===== src/rtl/uart_tx_arbiter.sv =====
// Packet-level round-robin arbiter merging several AXI-stream byte sources onto one
// UART TX byte stream, prefixing each packet with a one-byte source header (0xA0 | idx).
module uart_tx_arbiter #(
  parameter int NUM_SRC_P = 2,
  parameter int MAX_LEN_P = 1024
) (
  input  logic                   clk_i,
  input  logic                   reset_n_i,
  input  logic [NUM_SRC_P-1:0]   src_valid_i,
  input  logic [8*NUM_SRC_P-1:0] src_data_i,
  input  logic [NUM_SRC_P-1:0]   src_last_i,
  output logic [NUM_SRC_P-1:0]   src_ready_o,
  input  logic                   hold_i,
  output logic                   m_valid_o,
  output logic [7:0]             m_data_o,
  output logic                   m_last_o,
  input  logic                   m_ready_i,
  output logic [NUM_SRC_P-1:0]   grant_o,
  output logic                   err_len_o
);

  localparam int          IDX_W    = $clog2(NUM_SRC_P);
  localparam logic [15:0] LAST_CNT = 16'(MAX_LEN_P - 1);

  typedef enum logic {S_IDLE, S_PAYLOAD} state_t;

  state_t           state_q, state_d;
  logic [IDX_W-1:0] ptr_q, ptr_d;
  logic [15:0]      cnt_q, cnt_d;
  logic             m_valid_q, m_valid_d;
  logic [7:0]       m_data_q, m_data_d;
  logic             m_last_q, m_last_d;
  logic             err_len_q, err_len_d;

  logic [7:0]       src_byte [NUM_SRC_P];
  logic             win_found;
  logic [IDX_W-1:0] win_idx;
  logic [IDX_W-1:0] cand;
  logic             load;
  logic             at_max;

  always_comb begin
    for (int k = 0; k < NUM_SRC_P; k++) begin
      src_byte[k] = src_data_i[8*k +: 8];
    end
  end

  // Search starts just after the last winner, so a source that just finished
  // ranks lowest for the next grant.
  always_comb begin
    win_found = 1'b0;
    win_idx   = '0;
    cand      = '0;
    for (int i = 1; i <= NUM_SRC_P; i++) begin
      cand = IDX_W'((int'(ptr_q) + i) % NUM_SRC_P);
      if (!win_found && src_valid_i[cand]) begin
        win_found = 1'b1;
        win_idx   = cand;
      end
    end
  end

  always_comb begin
    load        = !m_valid_q || m_ready_i;
    at_max      = (cnt_q == LAST_CNT);
    state_d     = state_q;
    ptr_d       = ptr_q;
    cnt_d       = cnt_q;
    m_valid_d   = load ? 1'b0 : m_valid_q;
    m_data_d    = m_data_q;
    m_last_d    = m_last_q;
    err_len_d   = 1'b0;
    src_ready_o = '0;
    unique case (state_q)
      S_IDLE: begin
        // Selecting a source only emits the header; its first byte is taken later.
        if (win_found && load && !hold_i) begin
          state_d   = S_PAYLOAD;
          ptr_d     = win_idx;
          cnt_d     = '0;
          m_valid_d = 1'b1;
          m_data_d  = 8'hA0 | 8'(win_idx);
          m_last_d  = 1'b0;
        end
      end
      S_PAYLOAD: begin
        src_ready_o[ptr_q] = load && !hold_i;
        if (load && !hold_i && src_valid_i[ptr_q]) begin
          cnt_d     = cnt_q + 16'd1;
          m_valid_d = 1'b1;
          m_data_d  = src_byte[ptr_q];
          m_last_d  = src_last_i[ptr_q] || at_max;
          if (m_last_d) begin
            state_d   = S_IDLE;
            err_len_d = !src_last_i[ptr_q] && at_max;
          end
        end
      end
      default: state_d = S_IDLE;
    endcase
  end

  always_ff @(posedge clk_i or negedge reset_n_i) begin
    if (!reset_n_i) begin
      state_q   <= S_IDLE;
      ptr_q     <= IDX_W'(NUM_SRC_P - 1);
      cnt_q     <= '0;
      m_valid_q <= 1'b0;
      m_data_q  <= '0;
      m_last_q  <= 1'b0;
      err_len_q <= 1'b0;
    end else begin
      state_q   <= state_d;
      ptr_q     <= ptr_d;
      cnt_q     <= cnt_d;
      m_valid_q <= m_valid_d;
      m_data_q  <= m_data_d;
      m_last_q  <= m_last_d;
      err_len_q <= err_len_d;
    end
  end

  // While a packet is in flight the pointer doubles as the granted index.
  always_comb begin
    grant_o = '0;
    if (state_q == S_PAYLOAD) grant_o[ptr_q] = 1'b1;
  end

  assign m_valid_o = m_valid_q;
  assign m_data_o  = m_data_q;
  assign m_last_o  = m_last_q;
  assign err_len_o = err_len_q;

endmodule


===== config.mk =====
export PLATFORM = sky130hd
export DESIGN_NAME = uart_tx_arbiter
export DESIGN_NICKNAME = d
export VERILOG_FILES = /design/src/rtl/uart_tx_arbiter.sv
export SDC_FILE = /design/constraint.sdc
export NUM_CORES = 1
export LEC_CHECK = 0
export ABC_AREA = 1
export BUFFER_PORTS_ARGS = -buffer_cell sky130_fd_sc_hd__buf_2
export CORE_ASPECT_RATIO = 1.75
export CORE_UTILIZATION = 60
export CTS_BUF_LIST = sky130_fd_sc_hd__clkbuf_2
export DETAILED_ROUTE_END_ITERATION = 10
export PLACE_DENSITY_LB_ADDON = 0.12
export SLEW_MARGIN = 20
export SYNTH_ARGS = -nofsm -noshare
export SYNTH_HDL_FRONTEND = slang
export SYNTH_SLANG_ARGS = --single-unit

===== constraint.sdc =====
create_clock -name clk_i -period 3.4 [get_ports clk_i]
set_input_delay 1.02 -clock clk_i [delete_from_list [all_inputs] [get_ports clk_i]]
set_output_delay 1.02 -clock clk_i [all_outputs]
set_load 0.05 [all_outputs]

==> metrics.log, run 1 <==
[metrics] share of flip-flops with an asynchronous set or reset after synthesis: 100%
[metrics] post-route antenna net violation count: 0
[metrics] # diodes: 0
[metrics] delay contributed by the slowest stage of the critical path: 0.27 ns
[metrics] final-stage net count: 287
[metrics] instance area at placement: 0.00184 sq mm
[metrics] I/O Buffers: 38
[metrics] grt ovf: 0
[metrics] Post CTS Setup Buffer Count: 0
[metrics] maximum number of pins on one net before global-route repair: 30
[metrics] wire length per cell: 12.0 um
[metrics] Mapped Avg Cell Area: 7.49 sq um
[metrics] cts bufs inserted: 5
[metrics] EDFF count, synth: 0
[metrics] Worst-Margin Slew: 0.644 ns
[metrics] highest clock rate: 359 MHz
[metrics] Post-route DRC: 0
[metrics] largest area contributor in the netlist: dfrtp_1
[metrics] area of the mapped netlist: 0.00167 sq mm
[metrics] final setup vio count: 0
[metrics] core area: 0.00266 sq mm
[metrics] area share of the largest cell type after synthesis: 41.9%
[metrics] Static Leak: 1.04 nW
[metrics] floorplan row count: 25
[metrics] routed wl met3: 158 um
[metrics] CP Launch Type: input port
[metrics] cell with the most instances after synthesis: nand2_1
[metrics] Total GRT Usage: 26.5%
[metrics] Initial DRC Count: 46
[metrics] clock-pin slew reported for the worst setup and hold paths after clock tree synthesis: 0.13 ns
[metrics] final number of hold-violating endpoints: 0
[metrics] routed length on met1: 1370 um
[metrics] critical path's top delay family: buffers and inverters
[metrics] setup slack at placement: 0.629 ns
[metrics] classification of the worst setup path: in -> out
[metrics] critical path peak fanout: 3
[metrics] global placement routability congestion: 0.804
[metrics] worst supply voltage drop on vdd: 628 uV
[metrics] result of the run: finished clean
[metrics] effective utilization at floorplan: 62.8%
[metrics] clock buffer depth: 2
[metrics] part of the cycle the worst path needs: 81.9%
[metrics] cell count after synthesis: 223
[metrics] arrival time of data at the critical path endpoint: 1.76 ns
[metrics] required time worst endpoint: 2.38 ns
[metrics] antenna violations before repair: 0
[metrics] synthesis-stage register bit count: 29
[metrics] highest metal layer with signal wires: met4
[metrics] pwr/cell area: 760 mW/mm^2
[metrics] IO Pins: 39
[metrics] final-layout setup total negative slack: 0 ns
[metrics] count of different cell masters after synthesis: 28
[metrics] first-pass iteration count of the detailed router: 4
[metrics] top area cells in the synthesized netlist: dfrtp_1 (42%), nand2_1 (16%), nor2_1 (7.4%)
[metrics] number of warnings reported in the yosys synthesis log: 0
[metrics] wire length of the first global-routing pass: 6050 um
[metrics] vias after detailed routing: 1551
[metrics] overall power of the completed layout: 0.00142 W
[metrics] class of the most critical hold timing path: reg -> reg
[metrics] max_cap viols: 0
[metrics] routed length on met2: 1860 um
[metrics] max-slew violation count: 0
[metrics] Die H: 71.8 um
[metrics] Area Growth Syn to Fin: 12.0%
[metrics] Final Critical Period: 2.78 ns
[metrics] HPWL after DPL: 2550 um
[metrics] WP buf/inv: 4
[metrics] vias in the first global route: 1466
[metrics] root buf cell: clkbuf_2
[metrics] setup repair after global routing missed its margin: no
[metrics] post-cts resize count: 0
[metrics] number of H-tree branching levels: 2
[metrics] cells along the critical path: buf_2 > inv_1 > a21oi_2 > inv_1 > nor2_1 > buf_2
[metrics] Chip Width: 41.9 um
[metrics] top_reg_cell synth: dfrtp_1
[metrics] Critical Path Sink Type: output pin
[metrics] worst relative slew slack: 57.0%
[metrics] floorplan die area: 0.00301 sq mm
[metrics] total length of routed wires: 3460 um
[metrics] share of post-route cells with drive strength above 1: 24.0%
[metrics] top post-synthesis cells by count: nand2_1 (69), nor2_1 (33), dfrtp_1 (28)
[metrics] clock tree from TritonCTS: yes
[metrics] worst clock skew: 0.0132 ns
[metrics] worst skew pair latency: 0.36 ns
[metrics] part of the Yosys area used for sequential elements: 43.5%
[metrics] Max stage delay cell, worst path: buf_2
[metrics] number of sinks driven by the clock tree: 29
[metrics] R2R setup slack: 1.66 ns
[metrics] Mapped Nets: 248
[metrics] ratio of routed vias to standard cells: 5.37
[metrics] final worst setup slack: 0.617 ns
[metrics] hold bufs inserted after CTS: 0
[metrics] final instance area: 0.00187 sq mm
[path summary, 6_finish.rpt]
check,from,endpoint,cells past startpoint
max,m_ready_i,src_ready_o[1],6
min,m_data_o[0]$_DFFE_PN0P_,m_data_o[0]$_DFFE_PN0P_,2
min in group asynchronous,reset_n_i,err_len_o$_DFF_PN0_,1
max reg2reg,state_q$_DFF_PN0_,cnt_q[8]$_DFFE_PN0P_,6
min reg2reg,m_data_o[0]$_DFFE_PN0P_,m_data_o[0]$_DFFE_PN0P_,2
max in group asynchronous,reset_n_i,m_data_o[6]$_DFFE_PN0P_,1
[final cells by class]
type	count	area (sq um)
Multi-Input combinational cell	166	801
Fill cell	238	788
Sequential cell	29	727
Timing Repair Buffer	38	190
Inverter	22	85.1
Tap cell	27	33.8
Clock buffer	6	30.0
Clock inverter	1	3.75
[placed cells by master (no fill, tap or decap), types with 2 or more instances in the layout]
cell and n:
o21ai_2 8, clkbuf_2 6, nand2_1 69, inv_2 2
nand3_1 20, o22ai_1 2, nand4_1 4, inv_1 19
dfrtp_1 28, a22oi_1 5, buf_2 38, nor2_2 2
nor2_1 33, o21ai_0 4, a21oi_1 9
[worst reg2reg max path: stages (launching register included)]
cell and delay, ns:
dfrtp_1 0.50, inv_2 0.13, nand4_2 0.35, nand2_4 0.33, inv_4 0.16, nand2_1 0.09
o21ai_0 0.07
[flip-flops by register name (all words and copies together), names as in the netlist]
signal and cells:
ptr_q 1, err_len_o 1, m_data_o 8, m_valid_o 1
state_q 1, cnt_q 16, m_last_o 1
[cell families after synthesis]
logic type,Yosys count,synth area share (%)
buffers and inverters,28,8.54
flip-flops,29,43.5
AND/OR/NAND/NOR,134,34.5
multiplexers,1,0.599
adder cells (fa/ha/maj),1,0.749
AO/OA/AOI/OAI,30,12.1
[metal layers]
metal / track usage [%] / vias up
met5: 0 / -
met4: 14.3 / 0
met3: 6.05 / 7
met2: 47.4 / 46
met1: 28.1 / 705
li1: - / 793
[report_power, final]
group / total, W / switching [W] / internal (W)
Clock: 0.000161 / 0.000113 / 0.0000479
Sequential: 0.000515 / 0.0000784 / 0.000436
Combinational: 0.000746 / 0.000562 / 0.000184
[through the flow]
stage               hold WS (ns)  utilization, %  std cells
floorplan                  0.468               -        223
CTS                        0.487            70.4        289
global placement           0.450            69.1        282
detailed placement         0.455            69.1        282
finish                     0.484            70.4        289
global route               0.525            70.4        289
Power figures use the tool's default switching activity.
==> inputs of run 2 (changes only) <==
ABC_AREA = 0   (was 1)
CORE_UTILIZATION = 55   (was 60)
clock period = 2.8 ns   (was 3.4 ns; I/O delays follow)
==> run 2 against run 1 <==
Effect of this change: clock power increased by 33%; combinational power increased by 7.2%; non-clock buffer count increased by 4; cell area decreased by 1.3%; global-route usage increased by 1.3 points; count of clock-buffer cells in the layout increased by 1; die area increased by 6.5%; highest routed layer unchanged; register-to-register slack got worse by 0.82 ns; first-iteration DRC count increased by 28%; power increased by 14%.
==> metrics.log, run 2 <==
[metrics] final setup vio count: 0
[metrics] final instance area: 0.00185 sq mm
[metrics] root buf cell: clkbuf_2
[metrics] classification of the worst setup path: in -> out
[metrics] routed length on met2: 2280 um
[metrics] delay contributed by the slowest stage of the critical path: 0.50 ns
[metrics] top post-synthesis cells by count: dfrtp_1 (28), nand2_1 (17), or4_1 (10)
[metrics] number of sinks driven by the clock tree: 29
[metrics] maximum number of pins on one net before global-route repair: 30
[metrics] part of the cycle the worst path needs: 94.3%
[metrics] synthesis-stage register bit count: 29
[metrics] total length of routed wires: 4050 um
[metrics] antenna violations before repair: 0
[metrics] floorplan row count: 25
[metrics] final-stage net count: 230
[metrics] number of warnings reported in the yosys synthesis log: 0
[metrics] routed length on met1: 1540 um
[metrics] Static Leak: 0.851 nW
[metrics] Max stage delay cell, worst path: nor2b_1
[metrics] sequential cell fraction of total power: 37.5%
[metrics] worst relative slew slack: 56.9%
[metrics] # diodes: 0
[metrics] hold bufs inserted after CTS: 0
[metrics] first-pass iteration count of the detailed router: 4
[metrics] area of the mapped netlist: 0.00163 sq mm
[metrics] beginning of the worst register-to-register path: ptr_q$_DFFE_PN1P_
[metrics] share of flip-flops with an asynchronous set or reset after synthesis: 100%
[metrics] IO Pins: 39
[metrics] overall power of the completed layout: 0.00162 W
[metrics] share of post-route cells with drive strength above 1: 30.1%
[metrics] wire length of the first global-routing pass: 6740 um
[metrics] Initial DRC Count: 59
[metrics] grt ovf: 0
[metrics] arrival time of data at the critical path endpoint: 1.80 ns
[metrics] endpoint of the most critical setup path: src_ready_o[0]
[metrics] global placement routability congestion: 0.908
[metrics] Biggest register: cnt_q
[metrics] ratio of routed vias to standard cells: 6.49
[metrics] class of the most critical hold timing path: in -> async
[metrics] CP Launch Type: input port
[metrics] highest clock rate: 379 MHz
[metrics] proportion of total power due to net switching: 50.5%
[metrics] Final Critical Period: 2.64 ns
[metrics] Total GRT Usage: 27.8%
[metrics] vias in the first global route: 1552
[metrics] Chip Width: 43.2 um
[metrics] Mapped Nets: 191
[metrics] wire length per cell: 17.4 um
[metrics] clock share of power: 13.2%
[metrics] area share of the largest cell type after synthesis: 42.9%
[metrics] floorplan die area: 0.00320 sq mm
[metrics] Net Switching: 0.000819 W
[metrics] Comb power frac: 49.3%
[metrics] count of different cell masters after synthesis: 49
[metrics] worst skew pair latency: 0.36 ns
[metrics] HPWL after DPL: 3000 um
[metrics] most frequent standard cell in the layout excluding fill and tap cells: buf_2
[metrics] max_cap viols: 0
[metrics] Critical Path Sink Type: output pin
[metrics] result of the run: finished clean
[metrics] Post-route DRC: 0
[metrics] clock-pin slew reported for the worst setup and hold paths after clock tree synthesis: 0.16 ns
[metrics] Worst-Margin Slew: 0.646 ns
[metrics] Mapped Avg Cell Area: 9.84 sq um
[metrics] Area Growth Syn to Fin: 13.0%
[metrics] required time worst endpoint: 1.96 ns
[metrics] Most common cell on crit path: buf_2
[metrics] effective utilization at floorplan: 59.4%
[metrics] R2R setup slack: 0.84 ns
[metrics] launch point of the critical path: m_ready_i
[metrics] highest metal layer with signal wires: met4
[metrics] I/O Buffers: 38
[metrics] cells along the critical path: buf_2 > nor2b_1 > nor3_1 > buf_2
[metrics] cts bufs inserted: 5
[metrics] core area: 0.00275 sq mm
[metrics] post-cts resize count: 0
[metrics] Power Internal: 0.000803 W
[metrics] pwr/cell area: 878 mW/mm^2
[metrics] setup repair after global routing missed its margin: no
[metrics] flip-flop count of the largest register, all copies and words added: 16
[metrics] part of the Yosys area used for sequential elements: 44.5%
[metrics] critical path peak fanout: 7
[metrics] routed wl met3: 165 um
[metrics] commonest cells after routing, fill and taps aside: buf_2 (38), dfrtp_1 (28), nand2_1 (17)
[metrics] top area cells in the synthesized netlist: dfrtp_1 (43%), or4_1 (4.6%), nand2_1 (3.9%)
[metrics] post-route antenna net violation count: 0
[metrics] worst clock skew: 0.0168 ns
[metrics] Post CTS Setup Buffer Count: 0
[metrics] worst r2r path cells: 4
[metrics] max-slew violation count: 0
[metrics] number of H-tree branching levels: 2
[metrics] clock buffer depth: 2
[metrics] destination of the worst register-to-register timing path: m_data_o[1]$_DFFE_PN0P_
[metrics] EDFF count, synth: 0
[metrics] instance area at placement: 0.00181 sq mm
[metrics] final number of hold-violating endpoints: 0
[metrics] cell count after synthesis: 166
[metrics] clock tree from TritonCTS: yes
[metrics] cell with the most instances after synthesis: dfrtp_1
[metrics] Die H: 74.1 um
[metrics] vias after detailed routing: 1512
[metrics] largest area contributor in the netlist: dfrtp_1
[metrics] worst supply voltage drop on vdd: 726 uV
[metrics] top_reg_cell synth: dfrtp_1
[run 2: changes by cell type in the layout (fill, tap and decap cells not counted), moves of 7 or more]
cell / previous run / this run
nand2_1: 69 / 17
nor2_1: 33 / 6
inv_1: 19 / 3
nand3_1: 20 / 9
or4_1: 0 / 10
o21ai_2: 8 / 1
[run 2: worst max-delay path: cells and delay by family]
family,cells,cell delay [ns]
AND/OR/NAND/NOR,2,0.61
buffers and inverters,2,0.34
[run 2: per-stage QoR]
step | utilization (%) | hold slack [ns] | cells | setup WS [ns] | setup TNS (ns)
final | 67.1 | 0.476 | 233 | 0.161 | 0
after global routing | 67.1 | 0.516 | 233 | 0.0602 | 0
after detailed placement | 65.7 | 0.491 | 225 | 0.135 | 0
after global placement | 65.7 | 0.480 | 225 | 0.228 | 0
after floorplan | - | 0.500 | 166 | -0.123 | -0.247
after CTS | 67.1 | 0.484 | 233 | 0.145 | 0
[run 2: per-layer routing]
metal / GRT usage [%] / vias up
met3: 6.31 / 12
met5: 0 / -
met2: 51.1 / 54
li1: - / 712
met1: 29.0 / 734
met4: 13.8 / 0
[run 2: cells by family after synthesis]
family	count (synthesis)	share of synthesized area [%]
adders and majority gates	1	0.766
and+or+nand+nor	75	27.9
muxes	5	3.29
buffers and inverters	13	5.59
xor gates and xnor gates	2	1.07
DFF	29	44.5
AOI/OAI and AO/OA	41	16.8
[run 2: area by class of cell]
class                   instances  area [sq um]
clock inverters                 1          3.75
flip-flops and latches         29           727
well taps                      27          33.8
fillers                       238           906
inverters                       3          11.3
multi-input cells             124           816
repair buffers                 42           220
clock buffers                   7          35.0
[run 2: worst min-delay path by stage]
stage / slack, ns / to / depth (start not counted)
3_5_place_dp: 0.49 / m_data_o[3]$_DFFE_PN0P_ / 2
2_1_floorplan: 0.50 / cnt_q[0]$_DFFE_PN0P_ / 1
4_1_cts: 0.48 / cnt_q[11]$_DFFE_PN0P_ / 1
3_3_place_gp: 0.48 / m_data_o[4]$_DFFE_PN0P_ / 2
6_report: 0.48 / cnt_q[15]$_DFFE_PN0P_ / 1
5_1_grt: 0.52 / cnt_q[11]$_DFFE_PN0P_ / 1
[run 2: power by group through the flow]
stage	registers (W)	logic, W	clock network, W
after floorplan	0.000787	0.000438	0
after global placement	0.000610	0.000769	0
after detailed placement	0.000616	0.000795	0
after CTS	0.000608	0.000799	0.000218
after global routing	0.000621	0.000852	0.000230
final	0.000608	0.000800	0.000214
